--- src/rtl/timer_counter_pkg.sv ---
// Shared definitions for the countdown timer peripheral: register map,
// CTRL bit positions, mode codes and FSM state encoding.
package timer_counter_pkg;

  localparam logic [1:0] OFF_CTRL   = 2'd0;
  localparam logic [1:0] OFF_PRESET = 2'd1;
  localparam logic [1:0] OFF_COUNT  = 2'd2;

  localparam int CTRL_EN      = 0;
  localparam int CTRL_MODE_LO = 1;
  localparam int CTRL_MODE_HI = 2;
  localparam int CTRL_IM      = 3;
  localparam int CTRL_W       = 4;

  localparam logic [1:0] MODE_ONESHOT = 2'b00;
  localparam logic [1:0] MODE_RELOAD  = 2'b01;

  typedef enum logic [1:0] {
    IDLE = 2'd0,
    LOAD = 2'd1,
    CNT  = 2'd2,
    INT  = 2'd3
  } state_t;

endpackage

--- src/rtl/timer_counter.sv ---
// Memory-mapped countdown timer: CTRL/PRESET/COUNT register file, sequencing
// FSM and combinational read mux in one flat module.
//
// state | meaning
// IDLE  | COUNT holds; waits for EN
// LOAD  | COUNT takes PRESET
// CNT   | COUNT decrements toward zero; EN=0 aborts to IDLE
// INT   | expiry: one-shot clears EN, auto-reload re-enters LOAD
module timer_counter
  import timer_counter_pkg::*;
#(
  parameter int CNT_W = 32
) (
  input  logic        clk,
  input  logic        reset,
  input  logic        sel,
  input  logic [1:0]  addr,
  input  logic        we,
  input  logic [31:0] wd,
  output logic [31:0] rd,
  output logic        irq
);

  logic [CTRL_W-1:0] ctrl;
  logic [CNT_W-1:0]  preset;
  logic [CNT_W-1:0]  count;
  logic              irq_flag;
  state_t            state;
  state_t            state_nx;

  logic wr_ctrl;
  logic wr_preset;
  logic en;
  logic reload;
  logic cnt_zero;
  logic do_load;
  logic do_dec;
  logic do_set;
  logic do_clr;
  logic do_en_clr;
  logic unused_wd;

  assign wr_ctrl   = sel & we & (addr == OFF_CTRL);
  assign wr_preset = sel & we & (addr == OFF_PRESET);
  assign en        = ctrl[CTRL_EN];
  assign reload    = (ctrl[CTRL_MODE_HI:CTRL_MODE_LO] == MODE_RELOAD);
  assign cnt_zero  = (count == '0);
  assign unused_wd = ^wd;

  always_ff @(posedge clk or negedge reset) begin
    if (!reset) state <= IDLE;
    else        state <= state_nx;
  end

  always_comb begin
    state_nx = state;
    case (state)
      IDLE: if (en) state_nx = LOAD;
      LOAD: state_nx = CNT;
      CNT: begin
        if (!en)          state_nx = IDLE;
        else if (cnt_zero) state_nx = INT;
      end
      INT: state_nx = reload ? LOAD : IDLE;
      default: state_nx = IDLE;
    endcase
  end

  always_comb begin
    do_load   = 1'b0;
    do_dec    = 1'b0;
    do_set    = 1'b0;
    do_clr    = 1'b0;
    do_en_clr = 1'b0;
    case (state)
      LOAD: do_load = 1'b1;
      CNT: begin
        if (en) begin
          if (cnt_zero) do_set = 1'b1;
          else          do_dec = 1'b1;
        end
      end
      INT: begin
        if (reload) do_clr    = 1'b1;
        else        do_en_clr = 1'b1;
      end
      default: ;
    endcase
  end

  // A CPU write to CTRL overrides the one-shot EN clear on the same edge.
  always_ff @(posedge clk or negedge reset) begin
    if (!reset) begin
      ctrl <= '0;
    end else if (wr_ctrl) begin
      ctrl <= wd[CTRL_W-1:0];
    end else if (do_en_clr) begin
      ctrl[CTRL_EN] <= 1'b0;
    end
  end

  always_ff @(posedge clk or negedge reset) begin
    if (!reset)         preset <= '0;
    else if (wr_preset) preset <= wd[CNT_W-1:0];
  end

  always_ff @(posedge clk or negedge reset) begin
    if (!reset)       count <= '0;
    else if (do_load) count <= preset;
    else if (do_dec)  count <= count - CNT_W'(1);
  end

  // Expiry takes priority over a coincident register write so no event is lost.
  always_ff @(posedge clk or negedge reset) begin
    if (!reset)                                 irq_flag <= 1'b0;
    else if (do_set)                            irq_flag <= 1'b1;
    else if (do_clr || wr_ctrl || wr_preset)    irq_flag <= 1'b0;
  end

  assign irq = irq_flag & ctrl[CTRL_IM];

  always_comb begin
    rd = '0;
    case (addr)
      OFF_CTRL:   rd[CTRL_W-1:0] = ctrl;
      OFF_PRESET: rd[CNT_W-1:0]  = preset;
      OFF_COUNT:  rd[CNT_W-1:0]  = count;
      default:    rd = '0;
    endcase
  end

endmodule

--- config.mk ---
export PLATFORM = sky130hd
export DESIGN_NAME = timer_counter
export DESIGN_NICKNAME = d
export VERILOG_FILES = /design/src/rtl/timer_counter_pkg.sv /design/src/rtl/timer_counter.sv
export SDC_FILE = /design/constraint.sdc
export NUM_CORES = 1
export LEC_CHECK = 0
export CAP_MARGIN = 20
export CORE_ASPECT_RATIO = 0.75
export CORE_UTILIZATION = 45
export CTS_CLUSTER_DIAMETER = 60
export DETAILED_ROUTE_END_ITERATION = 16
export PLACE_DENSITY_LB_ADDON = 0.12
export SYNTH_ARGS = -nofsm -noshare
export SYNTH_HDL_FRONTEND = slang
export SYNTH_SLANG_ARGS = --single-unit
--- constraint.sdc ---
create_clock -name clk -period 3.4 [get_ports clk]
set_input_delay 0.34 -clock clk [delete_from_list [all_inputs] [get_ports clk]]
set_output_delay 0.34 -clock clk [all_outputs]
set_load 0.03 [all_outputs]
==> metrics.yaml, run 1 <==
run_status:
  status: "completed"
sta:
  hold_violations: 0
  finClkSkew_ps: 7.59
  setup_ws_ps: 588
  setup_viol: 0
  worst_pin_slew_ps: 790
  fin_crit_sh: 0.827
  fmaxAchievable_mhz: 356
  min_period_ps: 2810
  setup-tns-final_ps: 0
  final-max-slew-violation-count: 0
  rsz0062_at_grt: "no"
  slew-limit-headroom: 0.474
logic_synthesis:
  synth_top_family_by_area: "simple AND/OR/NAND/NOR gates"
  synth_cell_types: 53
  synth-compound-area-share: 0.206
  synthSimpleGateAreaFrac: 0.226
  yosys_most_used_dff: "dfrtp_1"
  avgSynthCellArea_um2: 9.95
  netlist_area_um2: 4240
  ys_warn_count: 0
  synthMuxAreaShare: 0.0903
  synth-async-reset-ratio: 1.00
  synthCells: 426
  yosysTopAreaCell: "dfrtp_1"
  synth_edf_count: 0
  synth_area_leaders: "dfrtp_1, mux2_2, a22oi_1"
  synth-xor-area-share: 0.00413
  synthAdderAreaFrac: 0.0148
  seq_area_frac_synth: 0.419
  ys_ff_latch: 71
  netlist.area_leader.share: 0.419
  synthesis.nets: 469
critical_path:
  crit_family: "simple AND/OR/NAND/NOR gates"
  worstPathMaxFanout: 20
  rr_endpoint: "count[7]"
  critPathSlowestCell: "or3_1"
  startpoint_type: "flop"
  cp.required_ps: 3620
  worst_path_largest_cell_delay_ps: 760
  worstReg2RegStart: "count[22]"
  cp_cell_sequence: "nor3_2 > nand3_1 > or3_1 > a311o_1 > a221o_1"
  crit_type: "flop to flop"
  path_buf_inv: 0
  r2r_setup_slack_ps: 590
  reg2reg_depth: 5
  critical_path.endpoint_type: "flop"
  arrival_ps: 3030
global_route:
  grt_first_pass_wirelength_um: 19600
  grt_max_degree: 40
  grt-ovfl-total: 0
  first_global_vias: 3742
  antenna_found_initial: 0
  grtUsageTotal: 0.259
floorplanning:
  die_y_um: 86.0
  io_pins: 71
  start_util: 0.467
  chipWidth_um: 114
  dieArea_um2: 9810
  row_count: 30
  coreArea_um2: 9080
power:
  peakVddDrop_v: 0.000365
  power_w: 0.00404
  p_leak_nw: 2.11
  p_per_area_nw_per_um2: 746
clocking:
  cts_setup_buffers: 0
  numCtsBuffers: 9
  cts-root-buf: "clkbuf_16"
  worstSkewPairLatency_ps: 340
  clock_tree.buffer_depth: 2
  ctsHoldBuffers: 0
  tritoncts: "yes"
  cts.htree.levels: 3
  cts.clk_slew.worst_paths_ps: 60
  cts_resized: 0
  clkSinkCount: 71
drt:
  viasPerCell: 6.18
  ant_nets: 0
  num_vias: 3843
  drc: 0
  first_pass_iters: 6
  drtIter0Drc: 326
  wirelength_um: 11700
  wire_per_inst_um: 18.8
final_layout:
  final_cell_area_um2: 5410
  nets: 532
  areaGrowthSynthToFinish_pct: 27.7
  diodes: 0
  fin_util: 0.596
  drive_gt1_frac: 0.160
placement:
  dp_slack_ps: 637
  io_buffers: 70
  placed_cell_area_um2: 5090
  dp_hpwl_um: 7970
  globalplace.congestion: 0.838
job:
  max_cap_viol_count: 0
worst_hold_path:
  min_path_type: "input pin to asynchronous set/reset pin"
## placed cells by master (no fill, tap or decap), types with 5 or more instances in the layout
cell type and count:
a22oi_1 28, nor2_1 12, o21ai_0 10, mux2_2 34, clkdlybuf4s50_1 69, nor3_1 17
buf_4 13, a211o_1 5, nand3_1 14, clkbuf_16 9, ha_1 5, o41ai_1 6
nand2_1 31, or3_1 13, a211oi_1 5, a221o_1 11, o211ai_1 7, inv_1 10
nor2b_1 30, nor4_1 10, dfrtp_1 71
## routing by layer
layer	track usage	vias to the layer above	routed length (µm)	part of all wire
met5	0	-	0	0
met4	0.0614	0	124	0.011
met3	0.0544	15	926	0.079
met2	0.392	175	5280	0.45
met1	0.378	1884	5380	0.46
li1	-	1769	-	-
## cell families after synthesis
logic type	Yosys count
xor gates and xnor gates	2
and+or+nand+nor	162
adders and majority gates	5
buffers and inverters	42
AOI/OAI and AO/OA	110
muxes	34
DFF	71
## cell type report
class / count / area [µm²]
clock inverters: 3 / 65.1
repair buffers: 84 / 813
fillers: 803 / 3670
flip-flops and latches: 71 / 1780
inverters: 10 / 37.5
well taps: 128 / 160
clock buffers: 13 / 260
multi-input cells: 313 / 2300
## cells in the mapped netlist, types with 3 or more instances
library cell / count
dfrtp_1: 71
mux2_2: 34
nand2_1: 31
nor2b_1: 31
a22oi_1: 28
clkbuf_1: 27
nor3_1: 18
nand3_1: 14
or3_1: 13
nor2_1: 12
a221o_1: 11
inv_1: 10
nor4_1: 10
o21ai_0: 10
o211ai_1: 7
o41ai_1: 6
a211o_1: 5
a211oi_1: 5
ha_1: 5
a21oi_1: 4
a222oi_1: 4
a311o_1: 4
a31o_2: 4
and2_1: 4
buf_2: 4
nand2b_1: 4
nand4_1: 4
or4_1: 4
a21o_1: 3
nor4_4: 3
o31a_1: 3
## state kept, by name (all words and copies together) (netlist names)
| name | cells |
|---|---|
| count | 32 |
| state | 2 |
| irq_flag | 1 |
| preset | 32 |
| ctrl | 4 |
## worst max-delay path by stage
stage | end | from | slack [ps] | depth (start not counted)
6_report | count[7] | count[22] | 590 | 5
5_1_grt | count[7] | count[22] | 480 | 5
4_1_cts | count[7] | count[22] | 620 | 5
3_5_place_dp | count[7] | count[22] | 640 | 5
3_3_place_gp | count[7] | count[22] | 670 | 5
2_1_floorplan | count[7] | count[7] | 1190 | 7
## power by group
group	internal [W]	leakage, nW	switching, W
clock network	0.000681	0.160	0.000350
logic	0.000678	1.08	0.000773
registers	0.00112	0.877	0.000431
## metrics by stage
stage / instances / hold slack (ps)
2_1_floorplan: 426 / 44.4
3_3_place_gp: 606 / 469
3_5_place_dp: 606 / 471
4_1_cts: 622 / 116
5_1_grt: 622 / 157
6_report: 622 / 85.4
No activity file was read; power rests on OpenSTA's default activity.
==> inputs of run 2 (changes only) <==
clock period = 2.6 ns   (was 3.4 ns; I/O delays follow)
==> metrics.yaml, run 2 (same netlist as run 1, synthesis figures left out) <==
global_route:
  grtUsageTotal: 0.255  # -0.00386
  first_global_vias: 3723  # -0.51%
  grt-ovfl-total: 0  # unchanged
  grt_first_pass_wirelength_um: 19200  # -1.7%
  grt_max_degree: 35  # -13%
  antenna_found_initial: 0  # unchanged
floorplanning:
  start_util: 0.467  # unchanged
  chipWidth_um: 114  # unchanged
  io_pins: 71  # unchanged
  dieArea_um2: 9810  # unchanged
  die_y_um: 86.0  # unchanged
  row_count: 30  # unchanged
  coreArea_um2: 9080  # unchanged
final_layout:
  mostFrequentLayoutCells: "dfrtp_1, buf_4, clkdlybuf4s50_1"
  final_cell_area_um2: 5420  # +0.21%
  drive_gt1_frac: 0.241  # +0.0812
  reg_top3: "count: 32 flops, preset: 32 flops, ctrl: 4 flops"
  mostFrequentLayoutCell: "dfrtp_1"
  diodes: 0  # unchanged
  areaGrowthSynthToFinish_pct: 28.0
  nets: 544  # +2.3%
clocking:
  cts.htree.levels: 3  # unchanged
  ctsHoldBuffers: 1  # +1
  clock_tree.buffer_depth: 2  # unchanged
  worstSkewPairLatency_ps: 340  # about the same
  numCtsBuffers: 9  # unchanged
  cts-root-buf: "clkbuf_16"
  tritoncts: "yes"
  cts_setup_buffers: 0  # unchanged
  cts.clk_slew.worst_paths_ps: 60  # about the same
  cts_resized: 0  # unchanged
  clkSinkCount: 71  # unchanged
drt:
  drc: 0  # unchanged
  ant_nets: 0  # unchanged
  wirelength_um: 11600  # -0.68%
  num_vias: 3850  # +0.18%
  drtIter0Drc: 236  # -28%
  wire_per_inst_um: 18.3  # -2.6%
  viasPerCell: 6.07  # -1.7%
  first_pass_iters: 5  # -1
critical_path:
  cp.required_ps: 2830  # -790 ps
  worstReg2RegStart: "count[15]"
  startpoint_type: "flop"
  reg2reg_depth: 5  # unchanged
  critical_path.endpoint_type: "flop"
  r2r_setup_slack_ps: 200  # -390 ps
  worstPathMaxFanout: 10  # -50%
  rr_endpoint: "count[27]"
  crit_type: "flop to flop"
  arrival_ps: 2630  # -400 ps
power:
  clockPowerShare: 0.243  # -0.012
  power_switching_share: 0.388  # +0.00274
  peakVddDrop_v: 0.000505  # +38%
  p_switching_w: 0.00203  # +31%
  p_leak_nw: 2.22  # +5.2%
  p_per_area_nw_per_um2: 967  # +30%
  pwr-share-seq: 0.385  # about the same
  power_frac_comb: 0.372  # +0.013
  internal_power_w: 0.00321  # +29%
  power_w: 0.00525  # +30%
sta:
  min_period_ps: 2400  # -410 ps
  rsz0062_at_grt: "no"
  hold_violations: 0  # unchanged
  fin_crit_sh: 0.924  # +0.0967
  worst_pin_slew_ps: 712  # -77.1 ps
  setup_viol: 0  # unchanged
  slew-limit-headroom: 0.523  # +0.0497
  setup-tns-final_ps: 0  # unchanged
  finClkSkew_ps: 5.11  # -2.48 ps
  fmaxAchievable_mhz: 416  # +17%
  final-max-slew-violation-count: 0  # unchanged
run_status:
  status: "completed"
worst_hold_path:
  min_path_type: "input pin to asynchronous set/reset pin"
placement:
  io_buffers: 70  # unchanged
  placed_cell_area_um2: 5100  # +0.30%
  dp_hpwl_um: 8010  # +0.50%
  globalplace.congestion: 0.879  # +4.9%
job:
  max_cap_viol_count: 0  # unchanged
[run 2: layout make-up]
type                            instances  area [µm²]
Sequential cell                        71        1780
Fill cell                             796        3660
Tap cell                              128         160
Inverter                               10        37.5
Multi-Input combinational cell        313        2300
Clock inverter                          2        37.5
Clock buffer                           14         274
Timing Repair Buffer                   96         838
[run 2: how the worst max path moves through the flow]
stage	from	endpoint	slack, ps	cells after the start
floorplan	count[7]	count[7]	390	7
global placement	count[22]	count[7]	260	5
detailed placement	count[16]	count[27]	230	5
CTS	count[16]	count[27]	210	5
global route	count[0]	count[7]	30	9
finish	count[15]	count[27]	200	5
[run 2: power groups by stage]
stage          sequential, W  combinational [W]  clock (W)
5_1_grt              0.00208            0.00215    0.00135
4_1_cts              0.00200            0.00194    0.00131
3_5_place_dp         0.00202            0.00193          0
3_3_place_gp         0.00200            0.00190          0
6_report             0.00202            0.00195    0.00128
2_1_floorplan        0.00182            0.00145          0
[run 2: through the flow]
stage	util	hold slack [ps]	std cells	worst slack [ps]
after floorplan	-	-35.6	426	392
after global placement	0.562	175	617	258
after detailed placement	0.562	174	617	232
after CTS	0.597	358	634	214
after global routing	0.597	386	634	30.6
final	0.597	356	634	199
[run 2: worst max-delay path: stages (launching register included)]
cell     delay [ps]
dfrtp_1         470
nor4_2          420
nand4_2         310
or4_1           570
a311o_1         360
a21o_1          170
[run 2: layer usage]
metal	track usage	routed length, µm	vias up
li1	-	-	1791
met1	0.356	5490	1902
met2	0.390	5220	145
met3	0.0664	797	12
met4	0.0744	121	0
met5	0	0	-
